### src/rtl/mdr_seq_unit_pkg.sv
// Shared types for the sequential multiply/divide/root unit.
// Holds the opcode and FSM state enums plus the default operand width.
package pkg_mdr_seq;

    localparam int DW_DEF = 16;

    typedef enum logic [1:0] {
        OP_MULT = 2'd0,
        OP_DIV  = 2'd1,
        OP_ROOT = 2'd2,
        OP_RSVD = 2'd3
    } op_t;

    typedef enum logic [2:0] {
        IDLE,
        LOAD_X,
        LOAD_Y,
        CALC,
        DONE,
        ERR
    } state_t;

endpackage

### src/rtl/mdr_seq_unit_if.sv
// Operand/result bus of mdr_seq_unit.
// master: i_start/i_load/i_data/i_op out, status and results in.
// slave : the unit side, directions reversed.
interface mdr_seq_unit_if #(
    parameter int DW = pkg_mdr_seq::DW_DEF
) ();

    logic            i_start;
    logic            i_load;
    logic [DW-1:0]   i_data;
    logic [1:0]      i_op;
    logic            o_load_x;
    logic            o_load_y;
    logic            o_busy;
    logic            o_ready;
    logic            o_error;
    logic [2*DW-1:0] o_result;
    logic [DW-1:0]   o_remainder;

    modport master (
        output i_start, i_load, i_data, i_op,
        input  o_load_x, o_load_y, o_busy, o_ready,
        input  o_error, o_result, o_remainder
    );

    modport slave (
        input  i_start, i_load, i_data, i_op,
        output o_load_x, o_load_y, o_busy, o_ready,
        output o_error, o_result, o_remainder
    );

endinterface

### src/rtl/mdr_seq_unit_iter_cnt.sv
// Iteration counter: clk/rst, i_clr, i_en, i_tc_val in; o_tc out.
// o_tc is high while enabled and the count equals i_tc_val.
module mdr_iter_cnt #(
    parameter int DW = 16,
    parameter int CW = $clog2(DW + 1)
) (
    input  logic          clk,
    input  logic          rst,
    input  logic          i_clr,
    input  logic          i_en,
    input  logic [CW-1:0] i_tc_val,
    output logic          o_tc
);

    logic [CW-1:0] cnt_q;

    assign o_tc = i_en && (cnt_q == i_tc_val);

    always_ff @(posedge clk or posedge rst) begin
        if (rst) begin
            cnt_q <= '0;
        end else if (i_clr) begin
            cnt_q <= '0;
        end else if (i_en && !o_tc) begin
            cnt_q <= cnt_q + CW'(1);
        end
    end

endmodule

### src/rtl/mdr_seq_unit.sv
// Sequential unsigned MULT/DIV/ROOT unit on one shared DW+2 add/sub.
// Ports: clk, rst (async, active-high), bus (mdr_seq_unit_if.slave).
// Macro MDR_ROOT_EN enables the square-root datapath.
module mdr_seq_unit
    import pkg_mdr_seq::*;
#(
    parameter int DW = DW_DEF
) (
    input  logic          clk,
    input  logic          rst,
    mdr_seq_unit_if.slave bus
);

    localparam int W  = DW + 2;
    localparam int CW = $clog2(DW + 1);

    state_t          state_q;
    op_t             op_q;
    logic [DW-1:0]   x_q, y_q, r_q;
    logic [DW-1:0]   x_d, y_d, r_d;
    logic [2*DW-1:0] res_q, res_d;
    logic [DW-1:0]   rem_q, rem_d;
    logic            load_x_q, load_y_q;
    logic            busy_q, ready_q, error_q;
    logic [W-1:0]    opa, opb, sum;
    logic            sub, ge, tc, bad_op;
    logic [CW-1:0]   n_iter;

    // Operands never reach the top bit, so it acts as the borrow.
    assign sum = opa + (opb ^ {W{sub}}) + W'(sub);
    assign ge  = ~sum[W-1];

`ifdef MDR_ROOT_EN
    assign bad_op = (op_q == OP_RSVD);
    assign n_iter = (op_q == OP_ROOT) ? CW'(DW / 2) : CW'(DW);
`else
    assign bad_op = (op_q == OP_RSVD) || (op_q == OP_ROOT);
    assign n_iter = CW'(DW);
`endif

    always_comb begin
        opa = '0;
        opb = '0;
        sub = 1'b0;
        unique case (op_q)
            OP_MULT: begin
                opa = {2'b00, r_q};
                opb = x_q[0] ? {2'b00, y_q} : '0;
            end
            OP_DIV: begin
                opa = {1'b0, r_q, x_q[DW-1]};
                opb = {2'b00, y_q};
                sub = 1'b1;
            end
`ifdef MDR_ROOT_EN
            // Trial subtract of 4*root+1 from remainder:next2bits.
            OP_ROOT: begin
                opa = {r_q, x_q[DW-1:DW-2]};
                opb = {y_q, 2'b01};
                sub = 1'b1;
            end
`endif
            default: ;
        endcase
    end

    always_comb begin
        x_d   = x_q;
        y_d   = y_q;
        r_d   = r_q;
        res_d = {r_q, x_q};
        rem_d = '0;
        unique case (op_q)
            OP_MULT: begin
                r_d = sum[DW:1];
                x_d = {sum[0], x_q[DW-1:1]};
            end
            OP_DIV: begin
                r_d   = ge ? sum[DW-1:0]
                           : {r_q[DW-2:0], x_q[DW-1]};
                x_d   = {x_q[DW-2:0], ge};
                res_d = {{DW{1'b0}}, x_q};
                rem_d = r_q;
            end
`ifdef MDR_ROOT_EN
            OP_ROOT: begin
                r_d   = ge ? sum[DW-1:0]
                           : {r_q[DW-3:0], x_q[DW-1:DW-2]};
                x_d   = {x_q[DW-3:0], 2'b00};
                y_d   = {y_q[DW-2:0], ge};
                res_d = {{DW{1'b0}}, y_q};
                rem_d = r_q;
            end
`endif
            default: ;
        endcase
    end

    mdr_iter_cnt #(
        .DW (DW)
    ) u_cnt (
        .clk      (clk),
        .rst      (rst),
        .i_clr    (state_q != CALC),
        .i_en     (state_q == CALC),
        .i_tc_val (n_iter),
        .o_tc     (tc)
    );

    always_ff @(posedge clk or posedge rst) begin
        if (rst) begin
            state_q  <= IDLE;
            op_q     <= OP_MULT;
            x_q      <= '0;
            y_q      <= '0;
            r_q      <= '0;
            res_q    <= '0;
            rem_q    <= '0;
            load_x_q <= 1'b0;
            load_y_q <= 1'b0;
            busy_q   <= 1'b0;
            ready_q  <= 1'b0;
            error_q  <= 1'b0;
        end else begin
            ready_q <= 1'b0;
            unique case (state_q)
                IDLE, DONE, ERR: begin
                    if (bus.i_start) begin
                        op_q     <= op_t'(bus.i_op);
                        error_q  <= 1'b0;
                        load_x_q <= 1'b1;
                        busy_q   <= 1'b1;
                        state_q  <= LOAD_X;
                    end else if (state_q == DONE) begin
                        state_q <= IDLE;
                    end
                end
                LOAD_X: begin
                    if (bus.i_load) begin
                        x_q      <= bus.i_data;
                        load_x_q <= 1'b0;
                        if (bad_op) begin
                            error_q <= 1'b1;
                            busy_q  <= 1'b0;
                            state_q <= ERR;
                        end else if (op_q == OP_ROOT) begin
                            r_q     <= '0;
                            y_q     <= '0;
                            state_q <= CALC;
                        end else begin
                            load_y_q <= 1'b1;
                            state_q  <= LOAD_Y;
                        end
                    end
                end
                LOAD_Y: begin
                    if (bus.i_load) begin
                        y_q      <= bus.i_data;
                        load_y_q <= 1'b0;
                        if (op_q == OP_DIV && bus.i_data == '0) begin
                            error_q <= 1'b1;
                            busy_q  <= 1'b0;
                            res_q   <= '0;
                            rem_q   <= '0;
                            state_q <= ERR;
                        end else begin
                            r_q     <= '0;
                            state_q <= CALC;
                        end
                    end
                end
                CALC: begin
                    if (tc) begin
                        res_q   <= res_d;
                        rem_q   <= rem_d;
                        ready_q <= 1'b1;
                        busy_q  <= 1'b0;
                        state_q <= DONE;
                    end else begin
                        x_q <= x_d;
                        y_q <= y_d;
                        r_q <= r_d;
                    end
                end
                default: state_q <= IDLE;
            endcase
        end
    end

    assign bus.o_load_x    = load_x_q;
    assign bus.o_load_y    = load_y_q;
    assign bus.o_busy      = busy_q;
    assign bus.o_ready     = ready_q;
    assign bus.o_error     = error_q;
    assign bus.o_result    = res_q;
    assign bus.o_remainder = rem_q;

endmodule

### src/flat_wrapper.sv
// flat-port wrapper written by rule: the top's interface ports become plain ports
module mdr_seq_unit_flat import pkg_mdr_seq::*;
#(
    parameter int DW = DW_DEF
)
  (clk, rst, bus_i_start, bus_i_load, bus_i_data, bus_i_op, bus_o_load_x, bus_o_load_y, bus_o_busy, bus_o_ready, bus_o_error, bus_o_result, bus_o_remainder);
  mdr_seq_unit_if #(.DW(DW)) bus_i ();
  input  logic clk;
  input  logic rst;
  input wire logic [$bits(bus_i.i_start)-1:0] bus_i_start;
  input wire logic [$bits(bus_i.i_load)-1:0] bus_i_load;
  input wire logic [$bits(bus_i.i_data)-1:0] bus_i_data;
  input wire logic [$bits(bus_i.i_op)-1:0] bus_i_op;
  output wire logic [$bits(bus_i.o_load_x)-1:0] bus_o_load_x;
  output wire logic [$bits(bus_i.o_load_y)-1:0] bus_o_load_y;
  output wire logic [$bits(bus_i.o_busy)-1:0] bus_o_busy;
  output wire logic [$bits(bus_i.o_ready)-1:0] bus_o_ready;
  output wire logic [$bits(bus_i.o_error)-1:0] bus_o_error;
  output wire logic [$bits(bus_i.o_result)-1:0] bus_o_result;
  output wire logic [$bits(bus_i.o_remainder)-1:0] bus_o_remainder;
  assign bus_i.i_start = bus_i_start;
  assign bus_i.i_load = bus_i_load;
  assign bus_i.i_data = bus_i_data;
  assign bus_i.i_op = bus_i_op;
  assign bus_o_load_x = bus_i.o_load_x;
  assign bus_o_load_y = bus_i.o_load_y;
  assign bus_o_busy = bus_i.o_busy;
  assign bus_o_ready = bus_i.o_ready;
  assign bus_o_error = bus_i.o_error;
  assign bus_o_result = bus_i.o_result;
  assign bus_o_remainder = bus_i.o_remainder;
  mdr_seq_unit #(.DW(DW)) u_core (.clk(clk), .rst(rst), .bus(bus_i));
endmodule
### config.mk
export PLATFORM = sky130hd
export DESIGN_NAME = mdr_seq_unit_flat
export DESIGN_NICKNAME = d
export VERILOG_FILES = /design/src/rtl/mdr_seq_unit_pkg.sv /design/src/rtl/mdr_seq_unit_if.sv /design/src/rtl/mdr_seq_unit_iter_cnt.sv /design/src/rtl/mdr_seq_unit.sv /design/src/flat_wrapper.sv
export SDC_FILE = /design/constraint.sdc
export NUM_CORES = 1
export LEC_CHECK = 0
export CORE_MARGIN = 1
export CORE_UTILIZATION = 50
export DETAILED_ROUTE_END_ITERATION = 7
export DONT_BUFFER_PORTS = 1
export HOLD_SLACK_MARGIN = 0.03
export SLEW_MARGIN = 30
export SYNTH_ARGS = -nofsm -noshare
export SYNTH_HDL_FRONTEND = slang
export SYNTH_SLANG_ARGS = --single-unit
### constraint.sdc
create_clock -name clk -period 3.73 [get_ports clk]
set_input_delay 0.373 -clock clk [delete_from_list [all_inputs] [get_ports clk]]
set_output_delay 0.373 -clock clk [all_outputs]
set_load 0.03 [all_outputs]
# Yosys cells after proc, flatten, opt, wreduce, memory -nomap -nowiden
# Index checks and enable logic that the tools add are counted.
# classes
n_addsub	3
n_eq_ne	23
muxes	60
n_bitwise	2
n_reduce_logical	27
# op_table
cell	n
16-bit 2-to-1 mux	14
16-bit case mux with 2 select lines	5
32-bit 2-to-1 mux	4
32-bit case mux with 2 select lines	1
16-bit case mux with 3 select lines	1
18-bit case mux with 2 select lines	1
17-bit case mux with 2 select lines	1
3-bit 2-to-1 mux	7
1-bit 2-to-1 mux	19
17-bit by 18-bit adder with 18-bit output	1
18-bit by 1-bit adder with 18-bit output	1
18-bit bitwise XOR	1
16-bit logical NOT	1
2-bit inequality test, second input constant	7
3-bit case mux with 4 select lines	1
4-bit AND reduction	3
5-bit 2-to-1 mux	2
5-bit AND reduction	2
2-bit nonzero test	5
2-bit by 1-bit inequality test with 1-bit output, second input constant	4
8-bit AND reduction	1
7-bit AND reduction	1
3-bit by 2-bit equality test with 1-bit output, second input constant	2
3-bit equality test, second input constant	2
22 further kinds	28
# word_totals
reg_bits	111
in_bits	22
out_inout_bits	53
wordCells	128

# Logic depth before layout (Yosys ltp)
# Gate-level depths: netlist of the first run.
# depth
depth_word	9
depth_mapped	15
ltp_nobuf	11

# Modules after synthesis
# From an unflattened synthesis of the first run, not the netlist that was laid out.
# hier_totals
cells_unflattened	680
area_unflattened_um2	6326.1
# by_module_without_submodules
module	instances	cells_per_inst	area_each_um2
mdr_seq_unit	1	641	5952.0
mdr_iter_cnt	1	39	374.1

# Least setup slack after synthesis of the first run
# OpenSTA, ideal clock, no wires.
# synth_path
path_type	reg2reg
from	register u_core.op_q[0]
to	register u_core.r_q[2]
setup_time_ns	0.076
arrival_ns	3.231
setup_slack_ns	0.423
path_stages_with_launch	15
n_path_buf	4
period_less_slack_ns	3.307
path_cell_list	dfrtp_1 > buf_2 > buf_1 > mux2i_1 > nor2_1 > ha_1 > buf_2 > a21oi_1 > o21ai_0 > a211oi_1 > a21bo_2 > o21bai_1 > buf_2 > mux2_2 > o21ai_1
# synth_between
elab_chain_len	9
# synth_rtl
element	line	text
from (decl)	mdr_seq_unit.sv:18	op_t op_q;
from (signal assigned)	mdr_seq_unit.sv:129	op_q <= op_t'(bus.i_op);
2-bit by 1-bit equality test with 1-bit output or 2-bit logical NOT (tied branches)	mdr_seq_unit.sv:45, mdr_seq_unit.sv:73, mdr_seq_unit.sv:160	
18-bit case mux with 2 select lines or 1-bit 2-to-1 mux (tied branches)	mdr_seq_unit.sv:45	unique case (op_q)
18-bit bitwise XOR	mdr_seq_unit.sv:30	assign sum = opa + (opb ^ {W{sub}}) + W'(sub);
17-bit by 18-bit adder with 18-bit output	mdr_seq_unit.sv:30	
18-bit by 1-bit adder with 18-bit output	mdr_seq_unit.sv:30	
16-bit 2-to-1 mux	mdr_seq_unit.sv:79	r_d = ge ? sum[DW-1:0]
16-bit case mux with 2 select lines	mdr_seq_unit.sv:73	unique case (op_q)
16-bit 2-to-1 mux	mdr_seq_unit.sv:173	if (tc) begin
16-bit case mux with 3 select lines	mdr_seq_unit.sv:126	unique case (state_q)
to (signal assigned)	mdr_seq_unit.sv:182	r_q <= r_d;
to (decl)	mdr_seq_unit.sv:19	logic [DW-1:0] x_q, y_q, r_q;
# Parallel ways exist; a longest one is shown, timed or not. The select of a mux whose other input is x is not followed.
# A chain may end at the register's enable or synchronous reset.

# Worst setup path in the final report of the first run
# layout_path
from	register u_core.op_q[0]
to	register u_core.r_q[14]
# Same word-level chain as after synthesis.

==> results of run 1 <==
==> registers in the layout, indices dropped and copies added, names as in the netlist <==
name,flops
u_core.r_q,16
u_core.y_d,16
u_core.bus.o_load_x,1
u_core.bus.o_busy,1
u_core.u_cnt.cnt_q,5
u_core.bus.o_load_y,1
u_core.x_q,16
u_core.bus.o_error,1
u_core.op_q,2
u_core.bus.o_ready,1
u_core.state_q,3
u_core.bus.o_remainder,16
u_core.bus.o_result,32
==> Yosys cell counts, types with 17 or more instances <==
master	instances	share of area
ha_1	17	0.033
nor2_1	52	0.031
mux2_2	22	0.039
mux2i_1	38	0.060
nand2_1	143	0.084
clkbuf_1	28	0.016
o21ai_0	62	0.049
a22o_1	17	0.023
a21oi_1	50	0.039
dfrtp_1	111	0.44
==> worst reg2reg max path, stage by stage (launching register included) <==
cell and delay, ns:
dfrtp_1 0.45, buf_12 0.21, mux2i_1 0.23, nor2_1 0.07
ha_1 0.40, a21oi_1 0.30, o211ai_1 0.15, nor3b_1 0.17
a2111oi_0 0.71, xnor2_1 0.19, a22oi_1 0.19, o31ai_1 0.11
==> kinds of logic after synthesis <==
group | count (synthesis) | share of synthesized area
buffers and inverters | 60 | 0.0401
flip-flops | 111 | 0.436
multiplexers | 60 | 0.0986
AO/OA/AOI/OAI | 202 | 0.199
AND/OR/NAND/NOR | 246 | 0.165
adder cells (fa/ha/maj) | 18 | 0.0365
XOR/XNOR | 18 | 0.0248
==> path summary, 6_finish.rpt <==
path | startpoint | end | slack (ns) | cells past startpoint
worst max-delay path | u_core.op_q[0]$_DFFE_PP0P_ | u_core.r_q[14]$_DFFE_PP0P_ | 0.40 | 11
max in group asynchronous | rst | u_core.state_q[2]$_DFFE_PP0P_ | 2.88 | 2
worst max register to register | u_core.op_q[0]$_DFFE_PP0P_ | u_core.r_q[14]$_DFFE_PP0P_ | 0.40 | 11
worst min register to register | u_core.x_q[10]$_DFFE_PP0P_ | u_core.x_q[10]$_DFFE_PP0P_ | 0.54 | 2
min in group clk | bus_i_data[6] | u_core.y_d[6]$_DFFE_PP0P_ | 0.16 | 1
worst min-delay path | rst | u_core.bus.o_result[12]$_DFFE_PP0P_ | 0.02 | 1
==> power by group through the flow <==
stage	sequential [mW]	clock (mW)	combinational, mW
5_1_grt	2.59	1.06	2.96
4_1_cts	2.53	1.01	2.63
3_5_place_dp	2.55	0	2.62
3_3_place_gp	2.54	0	2.59
6_report	2.53	0.992	2.66
2_1_floorplan	2.30	0	2.09
==> metal layers <==
layer	part of all wire	vias up	wire (um)
met3	0.062	21	1010
li1	-	2498	-
met1	0.49	2463	8020
met4	0.020	0	325
met2	0.43	195	6960
met5	0	-	0
==> cell type report <==
cell class | instances | area (um^2)
clock buffers | 10 | 239
clock inverters | 6 | 67.6
fillers | 1140 | 5350
inverters | 13 | 53.8
multi-input cells | 544 | 3350
flip-flops and latches | 111 | 2780
well taps | 168 | 210
repair buffers | 19 | 168
==> per-stage QoR <==
stage / hold slack [ns] / power (mW)
6_report: 0.0196 / 6.19
5_1_grt: 0.0782 / 6.62
4_1_cts: 0.0403 / 6.17
3_5_place_dp: 0.426 / 5.17
3_3_place_gp: 0.519 / 5.13
2_1_floorplan: 0.493 / 4.39
==> results.ini, run 1 <==
[clock_tree]
cts_buffers = 9
cts_buffer_depth = 2
cts.sinks = 111
clkLatencyLatePin_ns = 0.35
cts_setup_buffers = 0
htreeDepth = 3
clk_pin_slew_ns = 0.07
hold_buffers = 0
cts_tree = yes
cts_root_buffer = clkbuf_16
cts_resized = 0

[timing]
setup_ws_ns = 0.401
max_slew.worst_pin.slew_ns = 0.811
setup_violations = 0
fin_crit_sh = 0.893
drv_slew = 0
finalSetupTns_ns = 0
relSlewSlack = 0.445
layout_min_cycle_time_ns = 3.33
hold_viol_final = 0
max_freq_mhz = 300
fin_skew_ns = 0.00746
rsz0062_at_grt = no

[critical_path]
crit_required_ns = 3.95
arrival_ns = 3.55
crit_path_max_incr_delay_ns = 0.71
start_kind = flip-flop
critPathTopFamily = compound AO/OA/AOI/OAI gates
critical_path_class = reg -> reg
path_buf_inv = 1
endpoint_kind = flip-flop
crit_fanout = 22
cp_cell_sequence = buf_12, mux2i_1, nor2_1, ha_1, a21oi_1, o211ai_1, nor3b_1, a2111oi_0, xnor2_1, a22oi_1, o31ai_1
crit_slowest_cell = a2111oi_0

[synth]
synth_edf_count = 0
seq_area_frac_synth = 0.436
async_reset_ff_frac = 1.00
synth_seq_cells = 111
synth_cells = 715
yosys_warnings = 0
syn_nets = 755
synth.avg_cell_area_um2 = 8.91
yosysUniqueCellTypes = 57
synth_area_mm2 = 0.00637
synth_ff_type = dfrtp_1

[final_layout]
n_antenna_cell = 0
stdcell_area_mm2 = 0.00687
mostFrequentLayoutCell = nand2_1
finish.utilization = 0.562
area_delta_synth_final_pct = 7.80
final_cells = 871
drive_gt1_frac = 0.0982
final_cell_mix = 143 x nand2_1, 111 x dfrtp_1, 62 x o21ai_0
final_nets = 738

[power_and_ir_drop]
netSwitchingFraction = 0.474
p_per_area_mw_per_mm2 = 901
seq_power_share = 0.410
ir_worst_vdd_mv = 0.386
switching_power_mw = 2.93
power_frac_clock = 0.160
intPower_mw = 3.26
leakagePower_nw = 3.06
pwr-share-comb = 0.430

[placement]
place.gp.congestion = 0.909
port_buffers = 0
dp.final_hpwl_um = 11900
pre_cts_ws_ns = 0.506
dpl.cell_count = 855
place_area_mm2 = 0.00656

[floorplan]
rows = 40
die_w_um = 115
start_util = 0.522
coreArea_mm2 = 0.0122
ios = 75
dieArea_mm2 = 0.0132
die_h_um = 115

[global_routing]
grt_max_degree = 87
grt_pass1_vias = 4802
gr-usage-met3 = 0.0380
grt_use_total = 0.259
antenna_found_initial = 0
grt_pass1_wl_um = 26000
use_met2 = 0.369
gr-usage-met1 = 0.398
busiest_layer = met1
grt-ovfl-total = 0

[run]
maxCapViolations = 0

[detailed_routing]
avgViaCountPerCell = 5.94
vias = 5177
drtPass1Iterations = 6
drc = 0
wl_per_cell_um = 18.7
drtIter0Drc = 491
postRouteAntennaNets = 0
wl_um = 16300

[hold_path]
hold_path_class = in -> async

[outcome]
status = complete, no violations

Power figures use the tool's default switching activity.
==> run 2, diff against run 1 <==
--- a/config.mk
+++ b/config.mk
@@ -5,6 +5,7 @@
 export SDC_FILE = /design/constraint.sdc
 export NUM_CORES = 1
 export LEC_CHECK = 0
+export ABC_AREA = 1
 export CORE_MARGIN = 1
 export CORE_UTILIZATION = 50
 export DETAILED_ROUTE_END_ITERATION = 7
==> run 2 against run 1 <==
Synthesized cell count increased by 17%. Sequential power decreased by 13%. Fmax increased by 8.3%. Cell area about the same. Power decreased by 6.1%. Worst hold slack improved by 0.12 ns. Critical path depth increased by 4. Clock-buffer cell count increased by 2. Cell count increased by 14%. Global-route usage increased by 0.48 points. Register-to-register slack improved by 0.25 ns. Utilization decreased by 1.8 points.
==> results.ini, run 2 <==
[floorplan]
die_h_um = 116  ; +0.87%
rows = 41  ; +2.5%
ios = 75  ; unchanged
coreArea_mm2 = 0.0126  ; +3.3%
start_util = 0.514  ; -0.00794
die_w_um = 116  ; +0.87%
dieArea_mm2 = 0.0134  ; +1.7%

[critical_path]
crit_slowest_cell = dfrtp_1
start_kind = flip-flop
crit_fanout = 26  ; +18%
crit_path_max_incr_delay_ns = 0.49  ; -0.22 ns
critical_path_class = reg -> reg
arrival_ns = 3.31  ; -0.24 ns
cpMostUsedCell = nor2_1
cp_cell_sequence = nor2_1, inv_1, o22ai_1, ha_1, a21oi_1, and2_1, nor2_1, nor2_1, nand3_4, inv_2, nor2_1, nor2_1, nor2_1, nand2_1, nand2_1
path_buf_inv = 2  ; +1
endpoint_kind = flip-flop
critPathTopFamily = simple AND/OR/NAND/NOR gates
crit_required_ns = 3.97  ; +0.02 ns

[power_and_ir_drop]
p_per_area_mw_per_mm2 = 845  ; -6.2%
leakagePower_nw = 3.30  ; +7.7%
ir_worst_vdd_mv = 0.483  ; +25%

[global_routing]
gr-usage-met1 = 0.345  ; -0.0527
grt_max_degree = 68  ; -22%
busiest_layer = met2
grt_use_total = 0.264  ; +0.00477
use_met2 = 0.444  ; +0.0754
gr-usage-met3 = 0.0397  ; +0.00179
antenna_found_initial = 0  ; unchanged
grt_pass1_vias = 5411  ; +13%
grt_pass1_wl_um = 27200  ; +4.4%
grt-ovfl-total = 0  ; unchanged

[timing]
relSlewSlack = 0.489  ; +0.0437
whs_ns = 0.138  ; +0.119 ns
layout_min_cycle_time_ns = 3.08  ; -0.254 ns
finalSetupTns_ns = 0  ; unchanged
max_freq_mhz = 325  ; +8.3%
hold_viol_final = 0  ; unchanged
fin_crit_sh = 0.824  ; -0.0680
fin_skew_ns = 0.0122  ; +0.00474 ns
setup_violations = 0  ; unchanged
drv_slew = 0  ; unchanged
rsz0062_at_grt = no
max_slew.worst_pin.slew_ns = 0.765  ; -0.0455 ns

[detailed_routing]
vias = 5541  ; +7.0%
drtPass1Iterations = 4  ; -2
drc = 0  ; unchanged
drtIter0Drc = 309  ; -37%
avgViaCountPerCell = 5.58  ; -6.1%
wl_per_cell_um = 16.5  ; -12%
postRouteAntennaNets = 0  ; unchanged
wl_um = 16400  ; +0.20%

[placement]
dpl.cell_count = 976  ; +14%
dp.final_hpwl_um = 12300  ; +3.1%
port_buffers = 0  ; unchanged
place.gp.congestion = 0.878  ; -3.4%

[clock_tree]
clk_pin_slew_ns = 0.07  ; about the same
cts.sinks = 111  ; unchanged
cts_buffer_depth = 2  ; unchanged
cts_buffers = 9  ; unchanged
clkLatencyLatePin_ns = 0.36  ; about the same
cts_tree = yes
htreeDepth = 3  ; unchanged
cts_setup_buffers = 0  ; unchanged
cts_resized = 0  ; unchanged
cts_root_buffer = clkbuf_16

[final_layout]
largest_reg_flops = 32  ; unchanged
final_cells = 993  ; +14%
mostFrequentLayoutCell = nand2_1
final_nets = 856  ; +16%
area_delta_synth_final_pct = 6.02
final_cell_mix = 211 x nand2_1, 111 x dfrtp_1, 93 x o21ai_0
final.fill_count = 1248  ; +9.5%
drive_gt1_frac = 0.0828  ; -0.0153
n_antenna_cell = 0  ; unchanged

[synth]
synth_top_area_cell = dfrtp_1
synth_edf_count = 0  ; unchanged
yosysUniqueCellTypes = 48  ; -16%
synth_ff_type = dfrtp_1
syn_nets = 873  ; +16%
synth_cells = 833  ; +17%
synth_seq_cells = 111  ; unchanged
synth_area_mm2 = 0.00648  ; +1.8%
async_reset_ff_frac = 1.00  ; unchanged
yosys-top-cells-count = 211 x nand2_1, 111 x dfrtp_1, 93 x o21ai_0, 84 x inv_1, 48 x nand3_1
synth_top_area_frac = 0.428  ; -0.00757
synth.avg_cell_area_um2 = 7.78  ; -13%
yosysMostFrequentCell = nand2_1
synth_area_leaders = dfrtp_1 43%, nand2_1 12%, o21ai_0 7.2%
yosys_warnings = 0  ; unchanged
seq_area_frac_synth = 0.428  ; -0.00757

[run]
maxCapViolations = 0  ; unchanged

[outcome]
status = complete, no violations

[hold_path]
hold_path_class = in -> reg

## run 2: kinds of logic (layout without fill, tap and decap cells)
kind of cell / Yosys count / in the layout / synth area share
and+or+nand+nor: 342 / 342 / 0.230
AOI/OAI and AO/OA: 220 / 220 / 0.204
buffers and inverters: 131 / 119 / 0.0874
DFF: 111 / 111 / 0.428
adders and majority gates: 18 / 18 / 0.0359
xor gates and xnor gates: 11 / 11 / 0.0149
## run 2: per-layer routing
metal / wire [um] / up-vias / part of all wire
li1: - / 2745 / -
met1: 7410 / 2633 / 0.45
met2: 7860 / 137 / 0.48
met3: 748 / 26 / 0.046
met4: 333 / 0 / 0.020
met5: 0 / - / 0
## run 2: worst paths after layout
path	start	to	slack, ns	cells after the start
max	u_core.op_q[0]$_DFFE_PP0P_	u_core.r_q[14]$_DFFE_PP0P_	0.65	15
min	bus_i_data[0]	u_core.y_d[0]$_DFFE_PP0P_	0.14	2
max reg2reg	u_core.op_q[0]$_DFFE_PP0P_	u_core.r_q[14]$_DFFE_PP0P_	0.65	15
min reg2reg	u_core.y_d[0]$_DFFE_PP0P_	u_core.y_d[0]$_DFFE_PP0P_	0.48	2
max in group asynchronous	rst	u_core.y_d[5]$_DFFE_PP0P_	2.38	3
min in group asynchronous	rst	u_core.bus.o_result[22]$_DFFE_PP0P_	0.59	2
## run 2: area by class of cell
type | instances | area [um^2] | share of cell area
Clock buffer | 12 | 246 | 0.0359
Clock inverter | 4 | 55.1 | 0.00801
Inverter | 94 | 358 | 0.0521
Multi-Input combinational cell | 591 | 3140 | 0.457
Sequential cell | 111 | 2780 | 0.404
Tap cell | 172 | 215 | 0.0313
Timing Repair Buffer | 9 | 82.6 | 0.0120
## run 2: through the flow
stage / cell area [um^2] / setup WS, ns / total power [mW] / utilization
6_report: 6870 / 0.655 / 5.81 / 0.545
3_5_place_dp: 6560 / 0.687 / 4.84 / 0.520
4_1_cts: 6860 / 0.667 / 5.83 / 0.544
5_1_grt: 6870 / 0.325 / 6.32 / 0.545
2_1_floorplan: 6480 / 0.426 / 4.23 / -
3_3_place_gp: 6560 / 0.758 / 4.80 / 0.520
## run 2: power breakdown
part           switching [mW]  leakage [nW]  internal (mW)  total, mW
logic                    1.79          1.70          0.837       2.63
registers               0.611          1.45           1.60       2.21
clock network           0.432         0.143          0.542      0.974
total                    2.83          3.30           2.97       5.81
## run 2: what timing repair did
| item | CTS | global route |
|---|---|---|
| hold buffers | 0 | 1 |
| endpoints found under the hold margin | 0 | 38 |
| setup endpoints to repair | 0 | 0 |
